### src/rtl/ring_sequencer_pkg.sv
// Shared types and helpers for the ring sequencer and its dwell counter.
package ring_seq_pkg;

  typedef enum logic {
    DIR_UP   = 1'b0,
    DIR_DOWN = 1'b1
  } dir_e;

  // Width of a state index for an n-entry ring; at least one bit.
  function automatic int state_w(input int n);
    return (n > 1) ? $clog2(n) : 1;
  endfunction

endpackage

### src/rtl/ring_sequencer_dwell_counter.sv
// Per-state dwell counter: tick fires on the enabled cycle where the count reaches limit.
module dwell_counter #(
  parameter int DWELL_W = 4
) (
  input  logic               clk,
  input  logic               rst,
  input  logic               en,
  input  logic               clr,
  input  logic [DWELL_W-1:0] limit,
  output logic               tick
);

  logic [DWELL_W-1:0] count_q;

  assign tick = en && (count_q == limit);

  always_ff @(posedge clk) begin
    if (rst) begin
      count_q <= '0;
    end else if (clr || tick) begin
      count_q <= '0;
    end else if (en) begin
      count_q <= count_q + 1'b1;
    end
  end

endmodule

### src/rtl/ring_sequencer.sv
// Parametrised cyclic state sequencer with direction, dwell, load, wrap pulse and error flag.
module ring_sequencer
  import ring_seq_pkg::*;
#(
  parameter  int NUM_STATES = 3,
  parameter  int DWELL_W    = 4,
  localparam int SW         = state_w(NUM_STATES)
) (
  input  logic               clk,
  input  logic               rst,
  input  logic               en,
  input  logic               dir,
  input  logic [SW-1:0]      cfg_last,
  input  logic [DWELL_W-1:0] dwell,
  input  logic               load,
  input  logic [SW-1:0]      load_val,
  output logic [SW-1:0]      state_o,
  output logic [SW-1:0]      next_o,
  output logic [SW-1:0]      out_o,
  output logic               wrap_o,
  output logic               err_o
);

  localparam logic [SW-1:0] MAX_IDX = SW'(NUM_STATES - 1);
  localparam logic [SW:0]   NUM_EXT = (SW+1)'(NUM_STATES);

  logic [SW-1:0] state_q, state_d, last, next_state;
  logic          wrap_q, wrap_d, err_q, err_d;
  logic          tick, bad_enc, over_last;

  dwell_counter #(.DWELL_W(DWELL_W)) u_dwell (
    .clk   (clk),
    .rst   (rst),
    .en    (en),
    .clr   (load),
    .limit (dwell),
    .tick  (tick)
  );

  // Anything past the active ring (including unused encodings) recovers to 0.
  always_comb begin
    last       = (cfg_last > MAX_IDX) ? MAX_IDX : cfg_last;
    bad_enc    = ({1'b0, state_q} >= NUM_EXT);
    over_last  = (state_q > last);
    next_state = '0;
    if (!over_last) begin
      case (dir_e'(dir))
        DIR_UP:   next_state = (state_q == last) ? '0 : state_q + 1'b1;
        DIR_DOWN: next_state = (state_q == '0) ? last : state_q - 1'b1;
        default:  next_state = '0;
      endcase
    end
  end

  always_comb begin
    state_d = state_q;
    wrap_d  = 1'b0;
    err_d   = err_q | bad_enc;
    if (load) begin
      if (load_val > last) begin
        state_d = '0;
        err_d   = 1'b1;
      end else begin
        state_d = load_val;
      end
    end else if (tick) begin
      state_d = next_state;
      wrap_d  = !over_last &&
                (((dir_e'(dir) == DIR_UP)   && (state_q == last)) ||
                 ((dir_e'(dir) == DIR_DOWN) && (state_q == '0)));
    end
  end

  always_ff @(posedge clk) begin
    if (rst) begin
      state_q <= '0;
      wrap_q  <= 1'b0;
      err_q   <= 1'b0;
    end else begin
      state_q <= state_d;
      wrap_q  <= wrap_d;
      err_q   <= err_d;
    end
  end

  assign state_o = state_q;
  assign next_o  = next_state;
  assign out_o   = state_q | next_state;
  assign wrap_o  = wrap_q;
  assign err_o   = err_q;

endmodule

### config.mk
export PLATFORM = sky130hd
export DESIGN_NAME = ring_sequencer
export DESIGN_NICKNAME = d
export VERILOG_FILES = /design/src/rtl/ring_sequencer_pkg.sv /design/src/rtl/ring_sequencer_dwell_counter.sv /design/src/rtl/ring_sequencer.sv
export SDC_FILE = /design/constraint.sdc
export NUM_CORES = 1
export LEC_CHECK = 0
export ABC_CLOCK_PERIOD_IN_PS = 2300
export CAP_MARGIN = 20
export CORE_MARGIN = 10
export CORE_UTILIZATION = 45
export CTS_BUF_LIST = sky130_fd_sc_hd__clkbuf_2 sky130_fd_sc_hd__clkbuf_4 sky130_fd_sc_hd__clkbuf_8
export DETAILED_ROUTE_END_ITERATION = 8
export HOLD_SLACK_MARGIN = 0.03
export PLACE_DENSITY = 0.8
export SYNTH_ARGS = -nofsm -noshare
export SYNTH_HDL_FRONTEND = slang
export SYNTH_SLANG_ARGS = --single-unit
export TNS_END_PERCENT = 20
### constraint.sdc
create_clock -name clk -period 2.3 [get_ports clk]
set_input_delay 0.575 -clock clk [delete_from_list [all_inputs] [get_ports clk]]
set_output_delay 0.575 -clock clk [all_outputs]
set_load 0.05 [all_outputs]
=== Yosys cells after proc, flatten, opt, wreduce, memory -nomap -nowiden ===
Index checks and enable logic that the tools add are counted.

* Bits in registers: 8
* Word-level logic and storage cells: 38

* Add/sub/neg operators: 3
* Reductions and logical operators: 11
* Magnitude comparators: 4
* Multiplexer cells: 10
* Equality and inequality tests: 2
* Bitwise gates (word level): 4

{| class="wikitable"
|+ Operators with widths
! cell !! count
|-
| $mux 2 || 7
|-
| $add 4x1->4 const B || 1
|-
| $eq 4x4->1 || 1
|-
| $gt 2x2->1 || 2
|-
| $logic_and 1x1->1 || 4
|-
| $pmux 2 s2 || 1
|-
| $reduce_or 3->1 || 1
|-
| $add 2x1->2 const B || 1
|-
| $eq 2x2->1 || 1
|-
| $ge 2x2->1 const B || 1
|-
| $gt 2x2->1 const B || 1
|-
| $logic_not 2->1 || 1
|-
| $logic_or 1x1->1 || 2
|-
| $mux 1 || 2
|-
| $not 1->1 || 2
|-
| $or 2x2->2 || 1
|-
| $reduce_bool 2->1 || 1
|-
| $reduce_or 2->1 || 1
|-
| $sub 2x1->2 const B || 1
|-
| $logic_not 1->1 || 1
|-
| $or 1x1->1 || 1
|}

=== Logic depth before layout (Yosys ltp) ===
* Depth in word-level cells: 8
* Depth in mapped cells: 6

=== Modules after synthesis ===
Synthesis repeated with hierarchy kept, for this count alone.

* Cells, all modules: 75
* Area total of the unflattened synthesis: 644.4 sq um

{| class="wikitable"
|+ By module, submodules not included
! module !! instances !! area each (sq um) !! cells an instance !! sequential area each (sq um)
|-
| ring_sequencer || 1 || 377.9 || 49 || 80.1
|-
| dwell_counter || 1 || 266.5 || 26 || 80.1
|}

=== Worst setup path after synthesis ===
Ideal clock, no wire load.

* Path type: register -> output
* Start point: reg state_q[0] (netlist: state_o[0])
* End point: out out_o[1]
* Data arrival time: 2,343 ps
* Path buffers: 0
* Slack: -618 ps
* Cell stages (with the launch flop): 7
* Cells stage by stage: dfxtp_1 inv_1 ha_1 mux2_1 a22o_1 and2_1 or2_1

* Cells in the longest elaborated chain, start to end: 5
* Elaborated cells between the ends (all ways): 10
* Classes of those cells: add/sub (2); order compare (1); eq/ne (1); mux (4); bitwise (1); reduce/logical (1)

{| class="wikitable"
|+ Ends and longest elaborated chain
! item !! RTL line !! source
|-
| start: declaration || ring_sequencer.sv:27 || <nowiki>logic [SW-1:0] state_q, state_d, last, next_state;</nowiki>
|-
| start signal: assignment || ring_sequencer.sv:80 || <nowiki>state_q <= state_d;</nowiki>
|-
| $sub 2x1->2 (tied with other cells) || ring_sequencer.sv:49 || <nowiki>DIR_DOWN: next_state = (state_q == '0) ? last : state_q - 1'b1;</nowiki>
|-
| $mux 2, on equally long branches || ring_sequencer.sv:49, ring_sequencer.sv:48 ||
|-
| $pmux 2 s2 || ring_sequencer.sv:47 || <nowiki>case (dir_e'(dir))</nowiki>
|-
| $mux 2 (*) || ring_sequencer.sv:46 || <nowiki>if (!over_last) begin</nowiki>
|-
| via next_o[1] || ring_sequencer.sv:18 || <nowiki>output logic [SW-1:0] next_o,</nowiki>
|-
| $or 2x2->2 (*) || ring_sequencer.sv:88 || <nowiki>assign out_o = state_q | next_state;</nowiki>
|-
| end: declaration || ring_sequencer.sv:19 || <nowiki>output logic [SW-1:0] out_o,</nowiki>
|}

Mark *: on every way through the listed nets, which the timed path passes. The rest lies on a longest branch.

=== Worst setup path after layout ===
* Start point: in cfg_last[0]
* End point: out out_o[0]

* Cells in the longest elaborated chain, start to end: 7
* Elaborated cells between the ends (all ways): 9
* Classes of those cells: order compare (2); eq/ne (1); mux (5); bitwise (1)

{| class="wikitable"
|+ Ends and longest elaborated chain
! item !! RTL line !! source
|-
| start: declaration || ring_sequencer.sv:13 || <nowiki>input logic [SW-1:0] cfg_last,</nowiki>
|-
| $gt 2x2->1 || ring_sequencer.sv:42 || <nowiki>last = (cfg_last > MAX_IDX) ? MAX_IDX : cfg_last;</nowiki>
|-
| $mux 2 (*) || ring_sequencer.sv:42 ||
|-
| $eq 2x2->1 || ring_sequencer.sv:48 || <nowiki>DIR_UP: next_state = (state_q == last) ? '0 : state_q + 1'b1;</nowiki>
|-
| $mux 2 || ring_sequencer.sv:48 ||
|-
| $pmux 2 s2 || ring_sequencer.sv:47 ||
|-
| $mux 2 (*) || ring_sequencer.sv:46 ||
|-
| $or 2x2->2 (*) || ring_sequencer.sv:88 ||
|}

Every way passes the cells marked *; elsewhere a longest branch is shown, timed or not.

==> flow_summary.ini <==
[run_status]
status = finished with violations
violations = setup timing

[timing]
whs_ps = 577
period_needed_ps = 2500
rsz0062_at_grt = true
fin_skew_ps = 3.29
finalCritPeriodShare_pct = 109
layout_setup_ws_ps = -202
report.final.slew_viol_count = 0
finalSetupViolations = 4
worst_pin_slew_ps = 497
max_slew_margin_pct = 66.8
clock.fmax_mhz = 400
hold_violations = 0

[yosys]
syn_area_um2 = 596
ys_seq_area_share_pct = 26.9
async_reset_ff_share_pct = 0
synth_top_family_by_area = simple AND/OR/NAND/NOR gates
synth_top_area_share_pct = 26.9
netlist_top_cells_area = dfxtp_1 27%, ha_1 15%, xor2_1 7.4%
syn_nets = 89
synth_xor_area_share_pct = 10.3
ys_warn_count = 0
syn_inst = 69
synth_compound_area_share_pct = 16.4
synth_mux_area_share_pct = 3.57
avgSynthCellArea_um2 = 8.63
synthFlopType = dfxtp_1
synthAdderAreaFrac_pct = 14.7
synth-seq-cells = 8
synth-simple-area-share_pct = 24.4
synth_top_cell_by_area = dfxtp_1
synth_edf_count = 0
synth_cell_types = 27

[routing]
drt_iter0_drc = 9
ant_nets = 0
route.detailed.drc = 0
via_per_inst = 5.31
wl_mm = 1.62
routed-via-count = 627
dr.pass1.iters = 4
wl_per_cell_um = 13.7

[cts]
cts_sinks = 8
path_clk_slew_ps = 50
cts_buffer_depth = 2
cts_buffers = 3
root_buffer = clkbuf_4
clk_latency_ps = 250
cts_tree = yes
htree_levels = 1

[cells_and_area]
utilization_pct = 80.8
diodes = 0
nets = 125
final_cell_area_um2 = 1020
final_cells = 118
layout-drive-gt1-share_pct = 35.9
area_growth_pct = 72.1

[global_routing]
grt_pass1_wl_mm = 2.96
antenna_found_initial = 0
overflow = 0
grt_pass1_vias = 687
grt_max_degree = 9
track_usage_pct = 10.9

[power]
p_leak_nw = 0.445
power_density_nw_per_um2 = 550
vdd_drop_max_mv = 0.351
report.power.total_w = 0.000564

[floorplan]
fp.dieW_um = 56.4
ios = 21
fp.dieH_um = 56.4
dieArea_um2 = 3180
fp.coreArea_um2 = 1270
rows = 13
initial_utilization_pct = 46.9

[placed_design]
dp_cells = 114
gp_congestion = 0.786
numPortBuffers = 20
dp_hpwl_mm = 1.37
place_area_um2 = 971

[setup_path]
worstPathArrival_ps = 1930
crit_fanout = 2
worstPathRequired_ps = 1730
critical_path_class = in -> out
worst_setup_path_end_kind = output port
cp-start-kind = input pin

[worst_hold_path]
hp-class = reg -> reg

[flow_run]
maxCapViolCount = 0
[path summary, 6_finish.rpt]
path,to,depth (start not counted),slack (ps),from
setup / recovery,out_o[0],8,-200,cfg_last[0]
hold / removal,state_o[1],2,580,state_o[1]
setup reg to reg,state_o[1],7,570,state_o[1]
hold reg to reg,state_o[1],2,580,state_o[1]
[synth_stat cells, types with 2 or more instances]
master,n
nor2_1,4
dfxtp_1,8
a221oi_1,2
ha_1,7
inv_1,5
xnor2_1,2
nand2_1,5
or2_1,2
and2_1,3
nor3_1,4
o21ai_0,2
nor2b_1,5
xor2_1,5
a32oi_1,2
[timing repair]
item,CTS,global route
setup endpoints to repair,5,4
pin swaps,5,0
hold buffers,0,0
setup buffers,1,0
gates resized for setup,17,1
[layout by cell type, fill, tap and decap left out, types with 3 or more instances in the layout]
cell type,netlist,final
ha_1,7,4
clkdlybuf4s50_1,0,13
clkbuf_4,0,3
nor2_1,4,4
nor2b_1,5,4
buf_4,0,12
dfxtp_1,8,6
nor3_1,4,4
nand2_1,5,5
ha_4,0,3
xor2_1,5,5
buf_12,0,4
[routing by layer]
| layer | wire length (um) | up-vias | global-route usage [%] | part of all wire [%] |
|---|---|---|---|---|
| met5 | 0 | - | 0 | 0 |
| met2 | 796 | 21 | 18.7 | 49 |
| met3 | 133 | 2 | 5.39 | 8.2 |
| met4 | 21 | 0 | 3.78 | 1.3 |
| li1 | - | 317 | - | - |
| met1 | 670 | 287 | 11.2 | 41 |
[worst max-delay path: stages]
cell,delay (ps)
buf_6,90
nor2b_4,130
ha_4,260
nand3b_1,90
a32o_2,240
and2_4,160
or2_4,230
buf_12,150
[flip-flops by register name (all words and copies together), names as in the netlist]
name	cells
wrap_o	1
err_o	1
state_o	2
u_dwell.count_q	4
[metrics by stage]
step,setup slack (ps),TNS [ps]
2_1_floorplan,-106,-196
3_3_place_gp,-635,-2750
3_5_place_dp,-711,-3420
4_1_cts,-195,-532
5_1_grt,-268,-792
6_report,-202,-578
[layout make-up]
| type | instances | area, um2 |
|---|---|---|
| clock buffers | 3 | 22.5 |
| fillers | 88 | 244 |
| inverters | 5 | 21.3 |
| multi-input cells | 55 | 469 |
| flip-flops and latches | 8 | 168 |
| well taps | 15 | 18.8 |
| repair buffers | 32 | 325 |
[cell families after synthesis]
| family | Yosys count |
|---|---|
| AO/OA/AOI/OAI | 12 |
| buffers and inverters | 6 |
| AND/OR/NAND/NOR | 27 |
| flip-flops | 8 |
| adder cells (fa/ha/maj) | 7 |
| multiplexers | 2 |
| XOR/XNOR | 7 |
[power by group]
group	internal, W	switching [W]
Clock	0.0000594	0.0000430
Combinational	0.000160	0.000149
Sequential	0.000145	0.00000701
No activity file was read; power rests on OpenSTA's default activity.
